<file path="config.mk">
export PLATFORM = sky130hd
export DESIGN_NAME = line_sum_hex_flat
export DESIGN_NICKNAME = d
export VERILOG_FILES = /design/src/rtl/line_sum_hex_if.sv /design/src/rtl/line_sum_hex.sv /design/src/flat_wrapper.sv
export SDC_FILE = /design/constraint.sdc
export NUM_CORES = 1
export LEC_CHECK = 0
export CORE_MARGIN = 2
export CORE_UTILIZATION = 41
export CTS_CLUSTER_DIAMETER = 100
export DETAILED_ROUTE_END_ITERATION = 10
export DONT_BUFFER_PORTS = 1
export GPL_ROUTABILITY_DRIVEN = 0
export PLACE_DENSITY_LB_ADDON = 0.08
export SETUP_SLACK_MARGIN = 0.05
export SYNTH_ARGS = -nofsm -noshare
export SYNTH_HDL_FRONTEND = slang
export SYNTH_SLANG_ARGS = --single-unit
</file>
<file path="constraint.sdc">
create_clock -name clk -period 4.1 [get_ports clk]
set_input_delay 1.025 -clock clk [delete_from_list [all_inputs] [get_ports clk]]
set_output_delay 1.025 -clock clk [all_outputs]
set_load 0.03 [all_outputs]
</file>
<file path="src/rtl/line_sum_hex_if.sv">
// Byte-stream bundle for line_sum_hex: received ASCII bytes in, hex result bytes out
// with a busy back-pressure signal, plus the error and drop counters.
interface line_sum_hex_if #(
    parameter int CNT_W = 8
);
    logic             input_valid;
    logic [7:0]       input_data;
    logic             output_busy;
    logic             output_en;
    logic [7:0]       output_data;
    logic [CNT_W-1:0] error_count;
    logic [CNT_W-1:0] drop_count;

    modport slave (
        input  input_valid, input_data, output_busy,
        output output_en, output_data, error_count, drop_count
    );

    modport master (
        output input_valid, input_data, output_busy,
        input  output_en, output_data, error_count, drop_count
    );
endinterface

</file>
<file path="src/rtl/line_sum_hex.sv">
// Sums the comma/space separated decimal numbers of each text line and answers
// with the total as hex without leading zeros, or "E" for a line with bad bytes.
module line_sum_hex #(
    parameter int WIDTH     = 32,
    parameter bit UPPERCASE = 1'b0,
    parameter int CNT_W     = 8
) (
    input  logic          clk,
    input  logic          rst,
    line_sum_hex_if.slave bus
);
    typedef enum logic [1:0] {PARSE, SKIP, DIGITS, NEWLINE} state_t;

    localparam int                 NIB      = WIDTH / 4;
    localparam int                 REM_W    = $clog2(NIB + 1);
    localparam logic [REM_W-1:0]   REM_FULL = REM_W'(NIB);
    localparam logic [REM_W-1:0]   REM_ONE  = REM_W'(1);
    localparam logic [CNT_W-1:0]   CNT_ONE  = CNT_W'(1);
    localparam logic [CNT_W-1:0]   CNT_MAX  = '1;

    state_t           r_state;
    logic [WIDTH-1:0] r_cur;
    logic [WIDTH-1:0] r_sum;
    logic [WIDTH-1:0] r_shift;
    logic             r_err;
    logic             r_pending;
    logic [REM_W-1:0] r_remaining;
    logic [CNT_W-1:0] r_errCnt;
    logic [CNT_W-1:0] r_dropCnt;
    logic             r_outEn;
    logic [7:0]       r_outData;

    logic             w_isDigit;
    logic             w_isSep;
    logic [WIDTH-1:0] w_digitVal;
    logic [WIDTH-1:0] w_curNext;
    logic [WIDTH-1:0] w_lineVal;
    logic [WIDTH-1:0] w_shifted;
    logic [3:0]       w_topNib;
    logic [3:0]       w_nextNib;
    logic             w_xfer;

    function automatic logic [7:0] hexChar(input logic [3:0] n);
        if (n < 4'd10)
            return 8'h30 + {4'h0, n};
        else
            return (UPPERCASE ? 8'h41 : 8'h61) + {4'h0, n} - 8'd10;
    endfunction

    assign w_isDigit  = (bus.input_data >= 8'h30) && (bus.input_data <= 8'h39);
    assign w_isSep    = (bus.input_data == 8'h20) || (bus.input_data == 8'h2C);
    assign w_digitVal = WIDTH'(bus.input_data[3:0]);
    assign w_curNext  = (r_cur << 3) + (r_cur << 1) + w_digitVal;
    assign w_lineVal  = r_sum + r_cur;
    assign w_shifted  = {r_shift[WIDTH-5:0], 4'h0};
    assign w_topNib   = r_shift[WIDTH-1 -: 4];
    assign w_nextNib  = r_shift[WIDTH-5 -: 4];
    assign w_xfer     = r_outEn && !bus.output_busy;

    // Outputs are registered; the reset gate keeps the bus quiet in the reset cycle itself.
    assign bus.output_en   = r_outEn && !rst;
    assign bus.output_data = rst ? 8'h00 : r_outData;
    assign bus.error_count = r_errCnt;
    assign bus.drop_count  = r_dropCnt;

    always_ff @(posedge clk) begin
        if (rst) begin
            r_state     <= PARSE;
            r_cur       <= '0;
            r_sum       <= '0;
            r_shift     <= '0;
            r_err       <= 1'b0;
            r_pending   <= 1'b0;
            r_remaining <= '0;
            r_errCnt    <= '0;
            r_dropCnt   <= '0;
            r_outEn     <= 1'b0;
            r_outData   <= 8'h00;
        end else begin
            if (bus.input_valid && r_state != PARSE && r_dropCnt != CNT_MAX)
                r_dropCnt <= r_dropCnt + CNT_ONE;

            case (r_state)
                PARSE: begin
                    if (bus.input_valid) begin
                        if (w_isDigit) begin
                            r_cur <= w_curNext;
                        end else if (w_isSep) begin
                            r_sum <= w_lineVal;
                            r_cur <= '0;
                        end else if (bus.input_data == 8'h0D) begin
                            r_cur <= r_cur;
                        end else if (bus.input_data == 8'h0A) begin
                            r_cur <= '0;
                            r_sum <= '0;
                            r_err <= 1'b0;
                            if (r_err) begin
                                r_state   <= NEWLINE;
                                r_pending <= 1'b1;
                                r_outEn   <= 1'b1;
                                r_outData <= 8'h45;
                                if (r_errCnt != CNT_MAX)
                                    r_errCnt <= r_errCnt + CNT_ONE;
                            end else begin
                                r_shift     <= w_lineVal;
                                r_remaining <= REM_FULL;
                                r_state     <= SKIP;
                            end
                        end else begin
                            r_err <= 1'b1;
                        end
                    end
                end
                // Strip leading zero nibbles, always keeping the last one so zero prints "0".
                SKIP: begin
                    if (w_topNib == 4'h0 && r_remaining > REM_ONE) begin
                        r_shift     <= w_shifted;
                        r_remaining <= r_remaining - REM_ONE;
                    end else begin
                        r_state   <= DIGITS;
                        r_outEn   <= 1'b1;
                        r_outData <= hexChar(w_topNib);
                    end
                end
                DIGITS: begin
                    if (w_xfer) begin
                        r_shift     <= w_shifted;
                        r_remaining <= r_remaining - REM_ONE;
                        if (r_remaining == REM_ONE) begin
                            r_state   <= NEWLINE;
                            r_outData <= 8'h0A;
                        end else begin
                            r_outData <= hexChar(w_nextNib);
                        end
                    end
                end
                NEWLINE: begin
                    if (w_xfer) begin
                        if (r_pending) begin
                            r_pending <= 1'b0;
                            r_outData <= 8'h0A;
                        end else begin
                            r_state   <= PARSE;
                            r_outEn   <= 1'b0;
                            r_outData <= 8'h00;
                        end
                    end
                end
                default: r_state <= PARSE;
            endcase
        end
    end
endmodule

</file>
<file path="src/flat_wrapper.sv">
// flat-port wrapper written by rule: the top's interface ports become plain ports
module line_sum_hex_flat 
#(
    parameter int WIDTH     = 32,
    parameter bit UPPERCASE = 1'b0,
    parameter int CNT_W     = 8
)
  (clk, rst, bus_input_valid, bus_input_data, bus_output_busy, bus_output_en, bus_output_data, bus_error_count, bus_drop_count);
  line_sum_hex_if #(.CNT_W(CNT_W)) bus_i ();
  input  logic clk;
  input  logic rst;
  input wire logic [$bits(bus_i.input_valid)-1:0] bus_input_valid;
  input wire logic [$bits(bus_i.input_data)-1:0] bus_input_data;
  input wire logic [$bits(bus_i.output_busy)-1:0] bus_output_busy;
  output wire logic [$bits(bus_i.output_en)-1:0] bus_output_en;
  output wire logic [$bits(bus_i.output_data)-1:0] bus_output_data;
  output wire logic [$bits(bus_i.error_count)-1:0] bus_error_count;
  output wire logic [$bits(bus_i.drop_count)-1:0] bus_drop_count;
  assign bus_i.input_valid = bus_input_valid;
  assign bus_i.input_data = bus_input_data;
  assign bus_i.output_busy = bus_output_busy;
  assign bus_output_en = bus_i.output_en;
  assign bus_output_data = bus_i.output_data;
  assign bus_error_count = bus_i.error_count;
  assign bus_drop_count = bus_i.drop_count;
  line_sum_hex #(.WIDTH(WIDTH), .UPPERCASE(UPPERCASE), .CNT_W(CNT_W)) u_core (.clk(clk), .rst(rst), .bus(bus_i));
endmodule
</file>
==> results.sh, run 1 <==
export IMPL_outcome="finished, final reports clean"
export IMPL_tightest_slew_ns=0.679
export IMPL_ctsResizeCount=0
export IMPL_num_rows=54
export IMPL_synth_edf_count=0
export IMPL_fin_hold_ws_ns=0.448
export IMPL_multi_input_area_um2=6050
export IMPL_syn_avg_cell_area_um2=8.19
export IMPL_grt_use_total_pct=20.9
export IMPL_path_max_fanout=5
export IMPL_rsz0062_at_grt="no"
export IMPL_root_buffer="clkbuf_16"
export IMPL_fin_skew_ns=0.0134
export IMPL_grt_pass1_vias=7216
export IMPL_first_pass_iters=5
export IMPL_layout_drive_gt1_share_pct=6.61
export IMPL_min_path_type="flop to flop"
export IMPL_synth_distinct_cells=79
export IMPL_setup_tns_ns=0
export IMPL_n_antenna_cell=0
export IMPL_vias=7690
export IMPL_fin_util_pct=45.5
export IMPL_syn_nets=1206
export IMPL_grt_max_degree=104
export IMPL_syn_instance_count=1092
export IMPL_grt_pass1_wl_um=37700
export IMPL_drt_iter0_markers=379
export IMPL_crit_arrival_ns=3.91
export IMPL_r2r_end="u_core.r_cur[30]"
export IMPL_endpoint_kind="flop"
export IMPL_clockBufferDepth=2
export IMPL_r2r_start="u_core.r_cur[0]"
export IMPL_io_buffer_count=0
export IMPL_synthToLayoutAreaGrowth_pct=9.96
export IMPL_drv_cap=0
export IMPL_die_h_um=152
export IMPL_die_area_um2=23000
export IMPL_initial_core_util_pct=41.4
export IMPL_synthArstFlopShare_pct=0
export IMPL_crit_required_ns=4.42
export IMPL_path_clk_slew_ns=0.06
export IMPL_fin_crit_ns=3.59
export IMPL_clock_sinks=128
export IMPL_slew_violations=0
export IMPL_hp_start="u_core.r_outData[4]"
export IMPL_dp_final_hpwl_um=16900
export IMPL_finalHoldViolCount=0
export IMPL_fin_nets=1190
export IMPL_min_path_cells=2
export IMPL_cts_made_buffers=17
export IMPL_worstSetupPathType="input port to flop"
export IMPL_fp_coreArea_um2=21600
export IMPL_clkLatencyLatePin_ns=0.44
export IMPL_seq_area_frac_synth_pct=28.6
export IMPL_ant_nets=0
export IMPL_clock_fmax_ghz=0.279
export IMPL_syn_area_um2=8950
export IMPL_fill_cells=2155
export IMPL_rrSetupSlack_ns=0.68
export IMPL_cts_max_level=4
export IMPL_globalRouteOverflowTotal=0
export IMPL_slew_limit_headroom_pct=54.7
export IMPL_worst_ir_drop_vdd_uv=266
export IMPL_die_w_um=152
export IMPL_ctsHoldBuffers=0
export IMPL_ys_seq_elements=128
export IMPL_antenna_found_initial=0
export IMPL_routed_wl_um=23000
export IMPL_drcViolationCount=0
export IMPL_fin_crit_sh_pct=87.5
export IMPL_dominantRegCellSynth="dfxtp_1"
export IMPL_p_leak_uw=0.00436
export IMPL_min_to="u_core.r_outData[4]"
export IMPL_start_kind="input port"
export IMPL_setup_viol=0
export IMPL_wl_per_cell_um=16.8
export IMPL_r2r_cells=13
export IMPL_seq_area_um2=2560
export IMPL_power_density_nw_per_um2=420
export IMPL_ys_warn_count=0
export IMPL_viasPerCell=5.62
export IMPL_io_pins=37
export IMPL_cts_tree="done"
export IMPL_post_cts_buffers=0
report_power, final:
| group | total [uW] | switching (uW) | internal (uW) |
|---|---|---|---|
| clock network | 1640 | 637 | 1000 |
| registers | 1520 | 123 | 1390 |
| logic | 975 | 637 | 338 |
state kept, by name, summed over array words and instances, names as in the netlist, 2 cells and up:
name,count
u_core.bus.drop_count,8
u_core.bus.error_count,8
u_core.r_cur,32
u_core.r_outData,7
u_core.r_remaining,4
u_core.r_shift,32
u_core.r_state,2
u_core.r_sum,32
critical path, stage by stage:
cell and delay (ns):
inv_1 0.05, fa_1 0.53, inv_1 0.07, fa_1 0.45, a21o_1 0.19, a21oi_1 0.18, o21ai_1 0.10, a21oi_2 0.25
o311ai_2 0.15, a221oi_2 0.39, o31ai_1 0.15, xor2_1 0.16, a22o_1 0.20
through the flow:
step / setup WS [ns] / area, um^2 / std cells / total power (uW)
floorplan: 0.220 / 8950 / 1092 / 2300
global placement: 0.0853 / 9210 / 1337 / 2520
detailed placement: 0.0515 / 9210 / 1337 / 2530
CTS: 0.502 / 9840 / 1369 / 4190
global route: 0.335 / 9840 / 1369 / 4370
finish: 0.511 / 9840 / 1369 / 4130
worst max-delay path by stage:
stage	from	to	slack, ns
after floorplan	bus_input_data[3]	u_core.r_cur[30]	0.22
after global routing	bus_input_data[3]	u_core.r_cur[30]	0.34
after CTS	bus_input_data[3]	u_core.r_cur[30]	0.50
final	bus_input_data[3]	u_core.r_cur[30]	0.51
after detailed placement	bus_input_data[3]	u_core.r_cur[30]	0.05
after global placement	bus_input_data[3]	u_core.r_cur[30]	0.09
final cells by class:
cell class	count	share of cell area, %
clock inverter	13	1.77
tap	280	3.56
multi-input combinational	882	61.5
inverter	29	1.11
clock buffer	19	4.60
sequential	128	26.0
timing repair buffer	18	1.37
cells in the mapped netlist (9+ instances only):
| master | number | area share [%] |
|---|---|---|
| dfxtp_1 | 128 | 29 |
| inv_1 | 27 | 1.1 |
| a21oi_1 | 83 | 4.6 |
| clkbuf_1 | 43 | 1.8 |
| o21ai_0 | 43 | 2.4 |
| nor2b_1 | 15 | 1.0 |
| mux2i_1 | 11 | 1.2 |
| xor2_1 | 33 | 3.2 |
| nor2_1 | 121 | 5.1 |
| a22o_1 | 25 | 2.4 |
| and3_1 | 9 | 0.63 |
| nand2_1 | 108 | 4.5 |
| a22oi_1 | 21 | 1.8 |
| a31oi_1 | 13 | 0.91 |
| a311oi_1 | 9 | 0.88 |
| nor3_1 | 16 | 0.90 |
| a211oi_1 | 15 | 1.3 |
| nand2b_1 | 11 | 0.77 |
| nand3_1 | 34 | 1.9 |
| a21o_1 | 36 | 3.0 |
| xnor2_1 | 38 | 3.7 |
| nand4_1 | 14 | 0.98 |
| o21ai_1 | 11 | 0.62 |
| ha_1 | 99 | 14 |
layout by cell type (no fill, tap or decap), drive strengths merged, types with 10 or more instances in the layout:
cell | synthesis | final
buf | 10 | 18
a22o | 25 | 25
xor2 | 33 | 33
dfxtp | 128 | 128
a21oi | 88 | 88
nand2b | 11 | 11
nor3 | 17 | 17
nand4 | 14 | 14
a31oi | 13 | 13
nand2 | 108 | 108
a22oi | 21 | 21
nand3 | 34 | 34
mux2i | 11 | 11
ha | 99 | 99
xnor2 | 38 | 38
o21ai | 56 | 56
a221oi | 10 | 10
nor2 | 121 | 121
a21o | 36 | 36
nor2b | 15 | 15
clkbuf | 43 | 19
a211oi | 16 | 16
inv | 28 | 33
cell families (layout without fill, tap and decap cells):
group	Yosys count	count (layout)	share of synthesized area [%]
and+or+nand+nor	365	365	18.9
AOI/OAI and AO/OA	331	331	25.9
DFF	128	128	28.6
adders and majority gates	102	102	14.5
buffers and inverters	82	79	3.69
xor gates and xnor gates	71	71	6.95
muxes	12	12	1.36
other	1	1	0.0419
per-layer routing:
metal | GRT usage [%] | wire length, um | vias to the layer above
met2 | 32.7 | 10200 | 69
li1 | - | - | 3978
met5 | 0 | 0 | -
met4 | 5.42 | 226 | 0
met1 | 29.8 | 12200 | 3628
met3 | 3.26 | 411 | 15
(Power assumes the default switching activity.)
==> inputs of run 2 (changes only) <==
--- a/config.mk
+++ b/config.mk
@@ -11,7 +11,7 @@
 export DETAILED_ROUTE_END_ITERATION = 10
 export DONT_BUFFER_PORTS = 1
 export GPL_ROUTABILITY_DRIVEN = 0
-export PLACE_DENSITY_LB_ADDON = 0.08
+export PLACE_DENSITY_LB_ADDON = 0.25
 export SETUP_SLACK_MARGIN = 0.05
 export SYNTH_ARGS = -nofsm -noshare
 export SYNTH_HDL_FRONTEND = slang
==> results.sh, run 2 (synthesis gave the netlist of run 1 again) <==
export IMPL_reg_largest_list="u_core.r_cur x32, u_core.r_shift x32, u_core.r_sum x32"
export IMPL_p_sw_share_pct=33.9
export IMPL_outcome="finished, final reports clean"
export IMPL_rsz0062_at_grt="no"
export IMPL_vias=7674
export IMPL_viasPerCell=5.62
export IMPL_worstSetupPathType="input port to flop"
export IMPL_layout_common_cells="128 x dfxtp_1, 121 x nor2_1, 108 x nand2_1, 99 x ha_1, 83 x a21oi_1"
export IMPL_fin_nets=1186
export IMPL_globalRouteOverflowTotal=0
export IMPL_cts_max_level=4
export IMPL_n_antenna_cell=0
export IMPL_fp_coreArea_um2=21600
export IMPL_intPower_uw=2590
export IMPL_wl_per_cell_um=15.9
export IMPL_dp_cells=1333
export IMPL_crit_family="compound AO/OA/AOI/OAI gates"
export IMPL_start_kind="input port"
export IMPL_fin_crit_ns=3.67
export IMPL_crit_required_ns=4.41
export IMPL_synthToLayoutAreaGrowth_pct=8.94
export IMPL_die_area_um2=23000
export IMPL_routed_wl_um=21700
export IMPL_root_buffer="clkbuf_16"
export IMPL_setup_tns_ns=0
export IMPL_initial_core_util_pct=41.4
export IMPL_die_h_um=152
export IMPL_critPathSlowestCell="fa_1"
export IMPL_grt_use_total_pct=19.4
export IMPL_grt_pass1_wl_um=35800
export IMPL_io_pins=37
export IMPL_fin_skew_ns=0.00698
export IMPL_layout_drive_gt1_share_pct=6.18
export IMPL_drcViolationCount=0
export IMPL_slew_violations=0
export IMPL_path_cells="inv_1 > fa_1 > inv_1 > fa_1 > a21o_1 > a21oi_1 > o21ai_1 > a21oi_2 > o311ai_2 > a221oi_2 > o31ai_1 > xor2_1 > a22o_1"
export IMPL_drt_iter0_markers=493
export IMPL_io_buffer_count=0
export IMPL_crit_arrival_ns=3.99
export IMPL_endpoint_kind="flop"
export IMPL_grt_max_degree=104
export IMPL_p_leak_uw=0.00431
export IMPL_fill_cells=2176
export IMPL_num_rows=54
export IMPL_final_common_cell="dfxtp_1"
export IMPL_slew_limit_headroom_pct=45.3
export IMPL_drv_cap=0
export IMPL_finalHoldViolCount=0
export IMPL_cts_tree="done"
export IMPL_path_max_fanout=5
export IMPL_post_cts_buffers=0
export IMPL_ctsResizeCount=0
export IMPL_critical_path_max_stage_delay_ns=0.53
export IMPL_fin_hold_ws_ns=0.447
export IMPL_ant_nets=0
export IMPL_cts_made_buffers=17
export IMPL_path_buf_inv=2
export IMPL_setup_viol=0
export IMPL_clockBufferDepth=2
export IMPL_die_w_um=152
export IMPL_grt_pass1_vias=7142
export IMPL_p_seq_share_pct=38.7
export IMPL_clock_fmax_ghz=0.272
export IMPL_worst_ir_drop_vdd_uv=278
export IMPL_clkLatencyLatePin_ns=0.42
export IMPL_first_pass_iters=5
export IMPL_p_switching_uw=1330
export IMPL_dp_final_hpwl_um=15700
export IMPL_comb_power_share_pct=24.1
export IMPL_fin_cells=1365
export IMPL_power_density_nw_per_um2=402
export IMPL_antenna_found_initial=0
export IMPL_clock_sinks=128
export IMPL_fin_crit_sh_pct=89.6
export IMPL_tightest_slew_ns=0.821
export IMPL_clockPowerShare_pct=37.2
export IMPL_path_clk_slew_ns=0.06
export IMPL_ctsHoldBuffers=0
export IMPL_min_path_type="flop to flop"
export IMPL_rrSetupSlack_ns=0.60
run 2: final cells by class:
class                   count  area, um^2  share of cell area, %
flip-flops and latches    128        2560                   26.3
multi-input cells         882        6050                   62.1
inverters                  29         109                   1.12
clock buffers              20         457                   4.69
repair buffers             14         105                   1.08
well taps                 280         350                   3.59
clock inverters            12         109                   1.12
run 2: worst paths after layout:
path / to / startpoint / cells past startpoint
worst max-delay path: u_core.r_cur[30] / bus_input_data[3] / 13
worst min-delay path: u_core.r_outData[3] / u_core.r_outData[3] / 2
worst max register to register: u_core.r_cur[30] / u_core.r_cur[0] / 13
worst min register to register: u_core.r_outData[3] / u_core.r_outData[3] / 2
run 2: metrics by stage:
stage               area (um^2)  util (%)  power [uW]  setup WS (ns)
finish                     9750      45.1        3910          0.426
global route               9750      45.1        4150          0.263
detailed placement         9180      42.5        2490       -0.00353
CTS                        9750      45.1        3960          0.428
global placement           9180      42.5        2480         0.0116
floorplan                  8950         -        2300          0.220
run 2: power groups by stage:
stage          sequential (uW)  combinational (uW)  clock, uW
6_report                  1520                 944       1450
5_1_grt                   1540                1070       1540
4_1_cts                   1520                 951       1490
3_5_place_dp              1540                 947          0
3_3_place_gp              1540                 940          0
2_1_floorplan             1500                 800          0
run 2: worst min-delay path, delay by kind of cell (launching register included):
family	cells	cell delay, ns
compound gates	1	0.05
simple gates	1	0.05
flops	1	0.30
run 2: per-layer routing:
layer / vias up / global-route usage (%) / routed length, um / part of all wire, %
met1: 3580 / 28.0 / 11400 / 53
met2: 110 / 29.5 / 9370 / 43
li1: 3964 / - / - / -
met3: 20 / 3.38 / 633 / 2.9
met4: 0 / 5.79 / 301 / 1.4
met5: - / 0 / 0 / 0
